==> config.mk <==
export PLATFORM = sky130hd
export DESIGN_NAME = macc_dot_sched
export DESIGN_NICKNAME = d
export VERILOG_FILES = /design/src/rtl/macc_dot_sched.sv
export SDC_FILE = /design/constraint.sdc
export NUM_CORES = 1
export LEC_CHECK = 0
export BUFFER_PORTS_ARGS = -buffer_cell sky130_fd_sc_hd__buf_2
export CORE_AREA = 2 2 72 57
export CTS_CLUSTER_SIZE = 24
export DETAILED_ROUTE_END_ITERATION = 8
export DIE_AREA = 0 0 74 59
export PLACE_DENSITY_LB_ADDON = 0.2
export SYNTH_ARGS = -nofsm -noshare
export SYNTH_HDL_FRONTEND = slang
export SYNTH_SLANG_ARGS = --single-unit
==> constraint.sdc <==
create_clock -name Clk -period 2.4 [get_ports Clk]
set_input_delay 0.36 -clock Clk [delete_from_list [all_inputs] [get_ports Clk]]
set_output_delay 0.36 -clock Clk [all_outputs]
set_load 0.01 [all_outputs]
==> src/rtl/macc_dot_sched.sv <==
// Round-robin dot-product scheduler sharing one external 8x8 MAC between two requesters.
// Optional operand-stall watchdog: define MACC_SCHED_WDOG_EN.
`timescale 1ns/1ps
module macc_dot_sched #(
    parameter int LEN_W = 8
`ifdef MACC_SCHED_WDOG_EN
    ,
    parameter int WDOG_CYC = 16
`endif
) (
    input  logic               Clk,
    input  logic               aclr,
    input  logic [1:0]         req_valid,
    input  logic [2*LEN_W-1:0] req_len,
    output logic [1:0]         req_ready,
    input  logic [15:0]        op_a,
    input  logic [15:0]        op_b,
    input  logic [1:0]         op_valid,
    output logic [1:0]         op_ready,
    output logic [7:0]         mac_dataa,
    output logic [7:0]         mac_datab,
    output logic               mac_clken,
    output logic               mac_sload,
    input  logic [15:0]        mac_adder_out,
    output logic               res_valid,
    input  logic               res_ready,
    output logic [15:0]        res_data,
    output logic               res_id,
    output logic               res_err
);

    typedef enum logic [1:0] {
        S_IDLE,
        S_STREAM,
        S_DRAIN,
        S_RESULT
    } state_t;

    state_t           r_state;
    state_t           w_state_nxt;
    logic             r_prio;
    logic             r_id;
    logic             r_first;
    logic             r_zero;
    logic [LEN_W-1:0] r_cnt;

    logic             w_grant;
    logic             w_win;
    logic [LEN_W-1:0] w_len;
    logic             w_opv;
    logic [7:0]       w_a;
    logic [7:0]       w_b;
    logic             w_last;

    logic [1:0]       w_req_ready;
    logic [1:0]       w_op_ready;
    logic [7:0]       w_dataa;
    logic [7:0]       w_datab;
    logic             w_clken;
    logic             w_sload;
    logic             w_res_valid;
    logic [15:0]      w_res_data;
    logic             w_res_id;

`ifdef MACC_SCHED_WDOG_EN
    localparam int SW = $clog2(WDOG_CYC + 1);
    logic [SW-1:0] r_stall;
    logic          r_err;
    logic          w_abort;
    assign w_abort = !w_opv && (r_stall == SW'(WDOG_CYC - 1));
`endif

    // r_prio names the requester that wins a tie
    assign w_grant = |req_valid;
    assign w_win   = (&req_valid) ? r_prio : req_valid[1];
    assign w_len   = w_win ? req_len[2*LEN_W-1:LEN_W]
                           : req_len[LEN_W-1:0];
    assign w_opv   = r_id ? op_valid[1] : op_valid[0];
    assign w_a     = r_id ? op_a[15:8] : op_a[7:0];
    assign w_b     = r_id ? op_b[15:8] : op_b[7:0];
    assign w_last  = (r_cnt == LEN_W'(1));

    always_ff @(posedge Clk or posedge aclr) begin
        if (aclr) begin
            r_state <= S_IDLE;
        end else begin
            r_state <= w_state_nxt;
        end
    end

    always_comb begin
        w_state_nxt = r_state;
        w_req_ready = 2'b00;
        w_op_ready  = 2'b00;
        w_dataa     = 8'd0;
        w_datab     = 8'd0;
        w_clken     = 1'b0;
        w_sload     = 1'b0;
        w_res_valid = 1'b0;
        w_res_data  = 16'd0;
        w_res_id    = 1'b0;
        unique case (r_state)
            S_IDLE: begin
                if (w_grant) begin
                    w_req_ready[w_win] = 1'b1;
                    w_state_nxt = (w_len == '0) ? S_RESULT : S_STREAM;
                end
            end
            S_STREAM: begin
                w_op_ready[r_id] = 1'b1;
                if (w_opv) begin
                    w_clken = 1'b1;
                    w_dataa = w_a;
                    w_datab = w_b;
                    w_sload = r_first;
                    if (w_last) begin
                        w_state_nxt = S_DRAIN;
                    end
`ifdef MACC_SCHED_WDOG_EN
                end else if (w_abort) begin
                    w_state_nxt = S_RESULT;
`endif
                end
            end
            // zero operands push the last product through the MAC input stage
            S_DRAIN: begin
                w_clken     = 1'b1;
                w_state_nxt = S_RESULT;
            end
            S_RESULT: begin
                w_res_valid = 1'b1;
                w_res_data  = r_zero ? 16'd0 : mac_adder_out;
                w_res_id    = r_id;
                if (res_ready) begin
                    w_state_nxt = S_IDLE;
                end
            end
            default: begin
                w_state_nxt = S_IDLE;
            end
        endcase
    end

    always_ff @(posedge Clk or posedge aclr) begin
        if (aclr) begin
            r_prio  <= 1'b0;
            r_id    <= 1'b0;
            r_first <= 1'b0;
            r_zero  <= 1'b0;
            r_cnt   <= '0;
`ifdef MACC_SCHED_WDOG_EN
            r_stall <= '0;
            r_err   <= 1'b0;
`endif
        end else if (r_state == S_IDLE && w_grant) begin
            r_id    <= w_win;
            r_prio  <= ~w_win;
            r_cnt   <= w_len;
            r_first <= 1'b1;
            r_zero  <= (w_len == '0);
`ifdef MACC_SCHED_WDOG_EN
            r_stall <= '0;
            r_err   <= 1'b0;
`endif
        end else if (r_state == S_STREAM) begin
            if (w_opv) begin
                r_first <= 1'b0;
                r_cnt   <= r_cnt - 1'b1;
`ifdef MACC_SCHED_WDOG_EN
                r_stall <= '0;
            end else begin
                r_stall <= r_stall + 1'b1;
                if (w_abort) begin
                    r_zero <= 1'b1;
                    r_err  <= 1'b1;
                end
`endif
            end
        end
    end

    // combinational grant is masked so every output is 0 while reset is held
    assign req_ready = w_req_ready & {2{~aclr}};
    assign op_ready  = w_op_ready;
    assign mac_dataa = w_dataa;
    assign mac_datab = w_datab;
    assign mac_clken = w_clken;
    assign mac_sload = w_sload;
    assign res_valid = w_res_valid;
    assign res_data  = w_res_data;
    assign res_id    = w_res_id;
`ifdef MACC_SCHED_WDOG_EN
    assign res_err   = w_res_valid & r_err;
`else
    assign res_err   = 1'b0;
`endif

endmodule

* Word-level counts from Yosys, hierarchy flattened
Index checks and enable logic that the tools add are counted.
** Storage, ports and cells
- Flip-flop bits (word level) :: 14
- Input bits :: 71
- Output and inout port bits :: 41
- Logic and storage cells :: 69
** Cells by class
- Add/subtract/negate cells :: 1
- Magnitude comparators :: 4
- Equality and inequality tests :: 8
- Muxes and demuxes :: 36
- Bitwise logic cells :: 3
- Reduce and logical (&&, ||, !) cells :: 11
** Operators with widths (number)
- 8-bit 2-to-1 mux :: 10
- 16-bit 2-to-1 mux :: 2
- 2-bit 2-to-1 mux :: 8
- 1-bit 2-to-1 mux :: 12
- 8-bit by 1-bit == test with 1-bit output (second input constant) :: 1
- 8-bit logical NOT :: 1
- 2-bit != test (second input constant) :: 4
- 2-bit one-hot mux with 4 select lines :: 1
- 8-bit by 1-bit subtractor with 8-bit output (second input constant) :: 1
- 2-bit == test (second input constant) :: 2
- 1-bit by 2-bit < comparator with 1-bit output (second input constant) :: 2
- 2-bit AND reduction :: 2
- 4-bit AND reduction :: 1
- 2-bit nonzero test :: 2
- 1-bit logical AND :: 3
- 2-bit bitwise AND :: 1
- 1-bit demux with 1-bit select :: 2
- 2-bit by 1-bit == test with 1-bit output (second input constant) :: 1
- 1-bit >= comparator (second input constant) :: 2
- 2-bit logical NOT :: 1
- 1-bit inverter :: 2
- 1-bit one-hot mux with 2 select lines :: 1
- 2-bit OR reduction :: 1

* Depth between registers and ports, before layout
Gate-level depths: netlist of run 1.
- Depth in word-level cells :: 9
- Gate-level depth with buffers :: 7
- Mapped depth without buffers :: 6

* Worst setup path after synthesis of run 1
No wires, ideal clock.
- Path kind :: register to output
- Start point :: register r_state[1]
- End point :: output mac_dataa[0]
- Arrival :: 1535 ps
- Data required time :: 2040 ps
- Slack :: 505 ps
- Stages on the path, launching flop included :: 7
- Buffers on the path :: 2
- Cell sequence :: dfrtp_1 inv_1 ha_1 clkbuf_1 nand2_1 buf_2 nor2_1
** On the way
- Word-level cells in the longest chain between the ends :: 2
** Ends and longest elaborated chain
- from (decl) :: RTL line 39 : state_t r_state;
- from (signal assigned) :: RTL line 87 : r_state <= w_state_nxt;
- 2-bit by 1-bit == test with 1-bit output :: RTL line 102 : unique case (r_state)
- 8-bit 2-to-1 mux :: RTL line 102
- to (decl) :: RTL line 20 : output logic [7:0] mac_dataa,
Every way passes these cells.

* Final worst setup path of run 1
- Start point :: register r_state[1]
- End point :: output res_data[11]
** On the way
- Word-level cells in the longest chain between the ends :: 2
** Ends and longest elaborated chain
- 2-bit == test :: RTL line 102
- 16-bit 2-to-1 mux :: RTL line 102
- to (decl) :: RTL line 27 : output logic [15:0] res_data,
Every way passes these cells.

==> results of run 1 <==
## metrics by stage
| stage | setup slack [ns] | cell area, sq um |
|---|---|---|
| 6_report | 0.2644 | 2073 |
| 5_1_grt | 0.08607 | 2073 |
| 4_1_cts | 0.2351 | 2073 |
| 3_5_place_dp | 0.5093 | 2018 |
| 3_3_place_gp | 0.5381 | 2018 |
| 2_1_floorplan | 0.5049 | 1413 |
## power groups by stage
stage / Combinational, mW / Clock (mW) / Sequential (mW)
detailed placement: 1.23 / 0 / 0.458
floorplan: 0.881 / 0 / 0.430
CTS: 1.23 / 0.236 / 0.454
finish: 1.22 / 0.229 / 0.455
global route: 1.36 / 0.246 / 0.475
global placement: 1.22 / 0 / 0.456
## cells in the mapped netlist
library cell   n
clkbuf_1       4
nand2b_1       2
and3_1         1
o41ai_4        1
nor2_1        19
xor2_1         4
o21a_1         1
mux2i_1       31
a31oi_1        1
o21ai_1        1
nand4bb_1      1
xnor2_1        1
o21ai_0        5
nor2b_1        3
mux2_2         3
nand2_1        8
o311ai_0       1
or4b_1         1
conb_1         1
a21oi_1        2
ha_1           7
or4_1          1
dfrtp_1       14
nor3_1         2
nand3_1        3
nor3b_1        1
inv_1          7
o211ai_1       4
and2_1        20
o31a_1         1
nand4_1        3
buf_2          5
or4_4          1
buf_4          1
nor4_1         4
## registers in the layout (all words and copies together), names as in the netlist
register and count:
r_cnt 8, r_first 1, r_id 1, r_prio 1, r_state 2, r_zero 1
## path summary, 6_finish.rpt
path | end | cells past startpoint
max in group asynchronous | r_cnt[1] | 2
min reg2reg | r_first | 2
min | r_state[1] | 2
min in group Clk | r_cnt[2] | 3
max | res_data[11] | 4
max reg2reg | r_cnt[7] | 6
## metal layers
metal  wire length [um]  global-route usage (%)
met1               1718                   23.35
met5                  0                       0
met4                  9                   2.857
met3                378                   4.082
met2               1904                   31.89
## worst max-delay path: stages, from the launching register on
cell,delay (ns)
dfrtp_1,0.40
ha_1,0.21
nor2b_1,0.57
and2_1,0.22
buf_2,0.13
## layout by cell type (no fill, tap or decap)
cell	netlist	routed
and2_1	20	20
nand2b_1	2	2
buf_4	1	5
o21ai_1	1	2
or4b_1	1	1
inv_1	7	7
or4_1	1	1
mux2_2	3	3
o31a_1	1	1
o211ai_1	4	4
conb_1	1	1
ha_1	7	7
nor3_1	2	2
xnor2_1	1	1
nor3b_1	1	1
nor2_1	19	19
nand4bb_1	1	1
o311ai_0	1	1
buf_2	5	110
nor4_1	4	4
o21a_1	1	1
nand2_1	8	8
nor2b_1	3	3
nand4_1	3	3
dfrtp_1	14	14
xor2_1	4	4
clkbuf_8	0	4
nand3_1	3	3
mux2i_1	31	31
o21ai_0	5	4
a31oi_1	1	1
or4_4	1	1
a21oi_1	2	2
and3_1	1	1
o41ai_4	1	1
## area by class of cell
cell class                      count  area [sq um]
Fill cell                         338          1516
Multi-Input combinational cell    134         988.4
Timing Repair Buffer              115         588.1
Sequential cell                    14         350.3
Tap cell                           52         65.06
Clock buffer                        4         55.05
Inverter                            7         26.28
## cells by family (layout without fill, tap and decap cells)
| logic type | Yosys count | in the layout | share of synthesized area, % |
|---|---|---|---|
| simple gates | 70 | 70 | 26.93 |
| mux | 34 | 34 | 24.36 |
| compound gates | 17 | 17 | 9.124 |
| buf+inv | 17 | 126 | 5.226 |
| flops | 14 | 14 | 24.80 |
| fa+ha+maj | 7 | 7 | 6.200 |
| xor+xnor | 5 | 5 | 3.100 |
| other cells | 1 | 1 | 0.2655 |
==> out/summary.txt, run 1 <==
Nets - 353
synth warn - 0
worst skew pair latency - 0.24 ns
clock sinks - 14
routed wire length - 4011 um
total power - 1.904 mW
initial core utilization - 39.35%
Via density - 4.739
status - finished clean
Routed Antenna Nets - 0
PD cells - 918.2 mW/mm^2
total number of vias - 1545
switch share - 43.53%
Worst slew margin - 54.70%
die area - 0.004366 sq mm
Syn-to-layout area delta - 46.77%
half-perimeter wire length after placement - 3331 um
final setup fails - 0
Port Buffers - 110
DRC Markers - 0
Tmin final - 2.136 ns
Routability Congestion - 0.7984
final-report hold violation count - 0
Logic pwr share - 64.0%
dominant cells by area after synthesis - dfrtp_1, mux2i_1, and2_1
Layout Skew - 0.002094 ns
fmax - 468.3 MHz
max cap viols - 0
reg-to-reg critical path startpoint - r_state[1]
CTS resizes - 0
share of cells above drive strength 1 - 45.26%
R2R Setup Slk - 0.60 ns
largest net degree at the start of global routing - 22
synthesized area - 0.001413 sq mm
Post-CTS Setup Inserts - 0
RSZ-0062 raised after global routing - false
cts hold-fix bufs - 0
Clk pwr share - 12.1%
Die H - 59 um
Core ar. - 0.003590 sq mm
ANT cells - 0
worst vdd ir - 642.5 uV
Min-Delay Path Class - in2async
Rows - 19
CTS tree - yes
post-route setup TNS - 0 ns
initial antenna violation count - 0
WL per Instance - 12.30 um
Pint - 1.075 mW
Syn Area/Cell - 8.561 sq um
Mapped Nets - 243
CTS Buf Count - 3
GRT Resource Usage Total - 18.16%
Leak - 1.161 nW
area leader, netlist - dfrtp_1
DRT Pass-1 Iters - 4
register area share after synthesis - 24.80%
total gr overflow - 0
crit path DAT - 1.78 ns
Post-Place Cells - 322
worst setup path start - r_state[1]
Crit Path Max Fanout - 16
Finished Layout Cells - 326
vias in the first global route - 1354
CP Data Required Time - 2.04 ns
number of distinct library cells after synthesis - 35
Yosys reg bits - 14
global-route wire length before repair - 6230 um
Mapped Cells - 165
CP endpoint kind - output pin
clock buffer depth - 2
Crit Path Class - reg2out
Util after Layout - 57.76%
Pins Over Slew Limit - 0
root buffer cell - clkbuf_8
part of the power in registers - 23.9%
Slew @ Worst Pin - 0.6781 ns
area share of the largest cell type after synthesis - 24.80%
Worst-path clk slew - 0.06 ns
H-tree depth - 1
width of the die - 74 um
IO Count - 112
NetSw - 0.8285 mW
drt initial violations - 38
Final Cycle Share - 88.98%
CP Launch Type - register
WHS - 0.1674 ns
Note: power is estimated with default switching activity, not from simulation.
==> run 2, diff against run 1 <==
CORE_AREA = 2 2 70 55   (was 2 2 72 57)
DIE_AREA = 0 0 72 57   (was 0 0 74 59)
PLACE_DENSITY = 0.81   (was default)
PLACE_DENSITY_LB_ADDON = default   (was 0.2)
clock period = 2.5 ns   (was 2.4 ns; I/O delays follow)
==> out/summary.txt, run 2 (synthesis gave the netlist of run 1 again) <==
max reg flops - 8 (unchanged)
Top reg by flops - r_cnt
commonest non-fill, non-tap cell in the layout - buf_2
Crit Path Max Fanout - 17 (+1)
CTS tree - yes
most frequent cells in the layout - buf_2, mux2i_1, and2_1
CP endpoint kind - output pin
Pins Over Slew Limit - 0 (unchanged)
Crit Path Class - reg2out
initial core utilization - 40.42% (+1.1 points)
routed wire length - 4006 um (-0.12%)
Worst-path clk slew - 0.06 ns (about the same)
width of the die - 72 um (-2.7%)
Via density - 5.115 (+7.9%)
GRT Resource Usage Total - 19.16% (+1.0 points)
DRC Markers - 0 (unchanged)
RSZ-0062 raised after global routing - false
CTS Buf Count - 3 (unchanged)
Leak - 1.149 nW (-1.0%)
final-report hold violation count - 0 (unchanged)
Min-Delay Path Class - in2async
H-tree depth - 1 (unchanged)
die area - 0.004104 sq mm (-6.0%)
max cap viols - 0 (unchanged)
CP Data Required Time - 2.12 ns (+0.08 ns)
post-route setup TNS - 0 ns (unchanged)
half-perimeter wire length after placement - 3329 um (about the same)
Routability Congestion - 0.8336 (+4.4%)
Rows - 19 (unchanged)
initial antenna violation count - 0 (unchanged)
Core ar. - 0.003495 sq mm (-2.6%)
Nets - 352 (-0.28%)
Port Buffers - 110 (unchanged)
WHS - 0.1838 ns (+0.01638 ns)
Worst slew margin - 55.69% (+0.99 points)
share of cells above drive strength 1 - 45.22% (about the same)
status - finished clean
Final Cycle Share - 91.04%
global-route wire length before repair - 6313 um (+1.3%)
worst skew pair latency - 0.25 ns (about the same)
total gr overflow - 0 (unchanged)
Layout Skew - 0.0008233 ns (-0.001271 ns)
Crit path largest cell delay - 0.44 ns (-0.13 ns)
WL per Instance - 12.76 um (+3.7%)
Tmin final - 2.276 ns
crit path DAT - 1.90 ns (+0.12 ns)
CP cell instances - inv_1 > ha_1 > nand2_2 > nor2_1 > buf_2
final setup fails - 0 (unchanged)
clock buffer depth - 2 (unchanged)
root buffer cell - clkbuf_8
Die H - 57 um (-3.4%)
total number of vias - 1606 (+3.9%)
Syn-to-layout area delta - 44.55%
Routed Antenna Nets - 0 (unchanged)
drt initial violations - 29 (-24%)
Slew @ Worst Pin - 0.6633 ns (-0.01478 ns)
Largest regs - r_cnt x8, r_state x2
clock sinks - 14 (unchanged)
PD cells - 881.3 mW/mm^2 (-4.0%)
CP Launch Type - register
IO Count - 112 (unchanged)
fmax - 439.4 MHz
worst vdd ir - 359.0 uV (-44%)
ANT cells - 0 (unchanged)
crit path max-delay cell type - ha_1
vias in the first global route - 1449 (+7.0%)
largest net degree at the start of global routing - 22 (unchanged)
DRT Pass-1 Iters - 4 (unchanged)
Post-CTS Setup Inserts - 0 (unchanged)
-- run 2: path summary, 6_finish.rpt --
check,slack (ns),endpoint,start,cells past startpoint
hold / removal,0.18,r_zero,aclr,2
setup / recovery,0.22,mac_datab[0],r_state[1],5
min in group Clk,0.44,r_cnt[5],req_len[13],3
hold reg to reg,0.48,r_first,r_first,2
setup reg to reg,0.60,r_cnt[7],r_state[1],5
max in group asynchronous,1.96,r_cnt[1],aclr,2
-- run 2: layer usage --
layer  share of wire, %  routed length (um)  track usage (%)
met4               0.77                  31            5.930
met5                  0                   0                0
met1                 43                1718            24.00
met2                 48                1911            33.07
met3                8.6                 345            4.240
-- run 2: repair_timing --
item,CTS,global route
setup endpoints to repair,0,8
hold buffers,0,0
gates resized for setup,0,1
-- run 2: through the flow --
stage                     setup WS [ns]  area (sq um)  std cells  total power, mW  util (%)
after global routing             0.1020          2042        314            1.955     58.43
after floorplan                  0.5899          1413        165            1.259         -
final                            0.2241          2042        314            1.800     58.43
after global placement           0.5033          1998        311            1.577     57.18
after CTS                       0.06551          2039        314            1.803     58.36
after detailed placement         0.3338          1998        311            1.611     57.18
-- run 2: cell type report --
class	count	area (sq um)
flip-flops and latches	14	350.3
well taps	42	52.55
clock buffers	3	41.29
fillers	321	1453
multi-input cells	134	991.0
inverters	7	26.28
repair buffers	114	580.6
-- run 2: where the power goes --
part | switching (mW) | internal [mW] | total (mW)
registers | 0.101 | 0.337 | 0.437
logic | 0.622 | 0.551 | 1.17
clock network | 0.0817 | 0.107 | 0.188
total | 0.805 | 0.995 | 1.80
-- run 2: critical path: cells and delay by family, from the launching register on --
kind / cells / cell delay [ns]
adder cells (fa/ha/maj): 1 / 0.44
buffers and inverters: 2 / 0.27
flip-flops: 1 / 0.41
AND/OR/NAND/NOR: 2 / 0.52
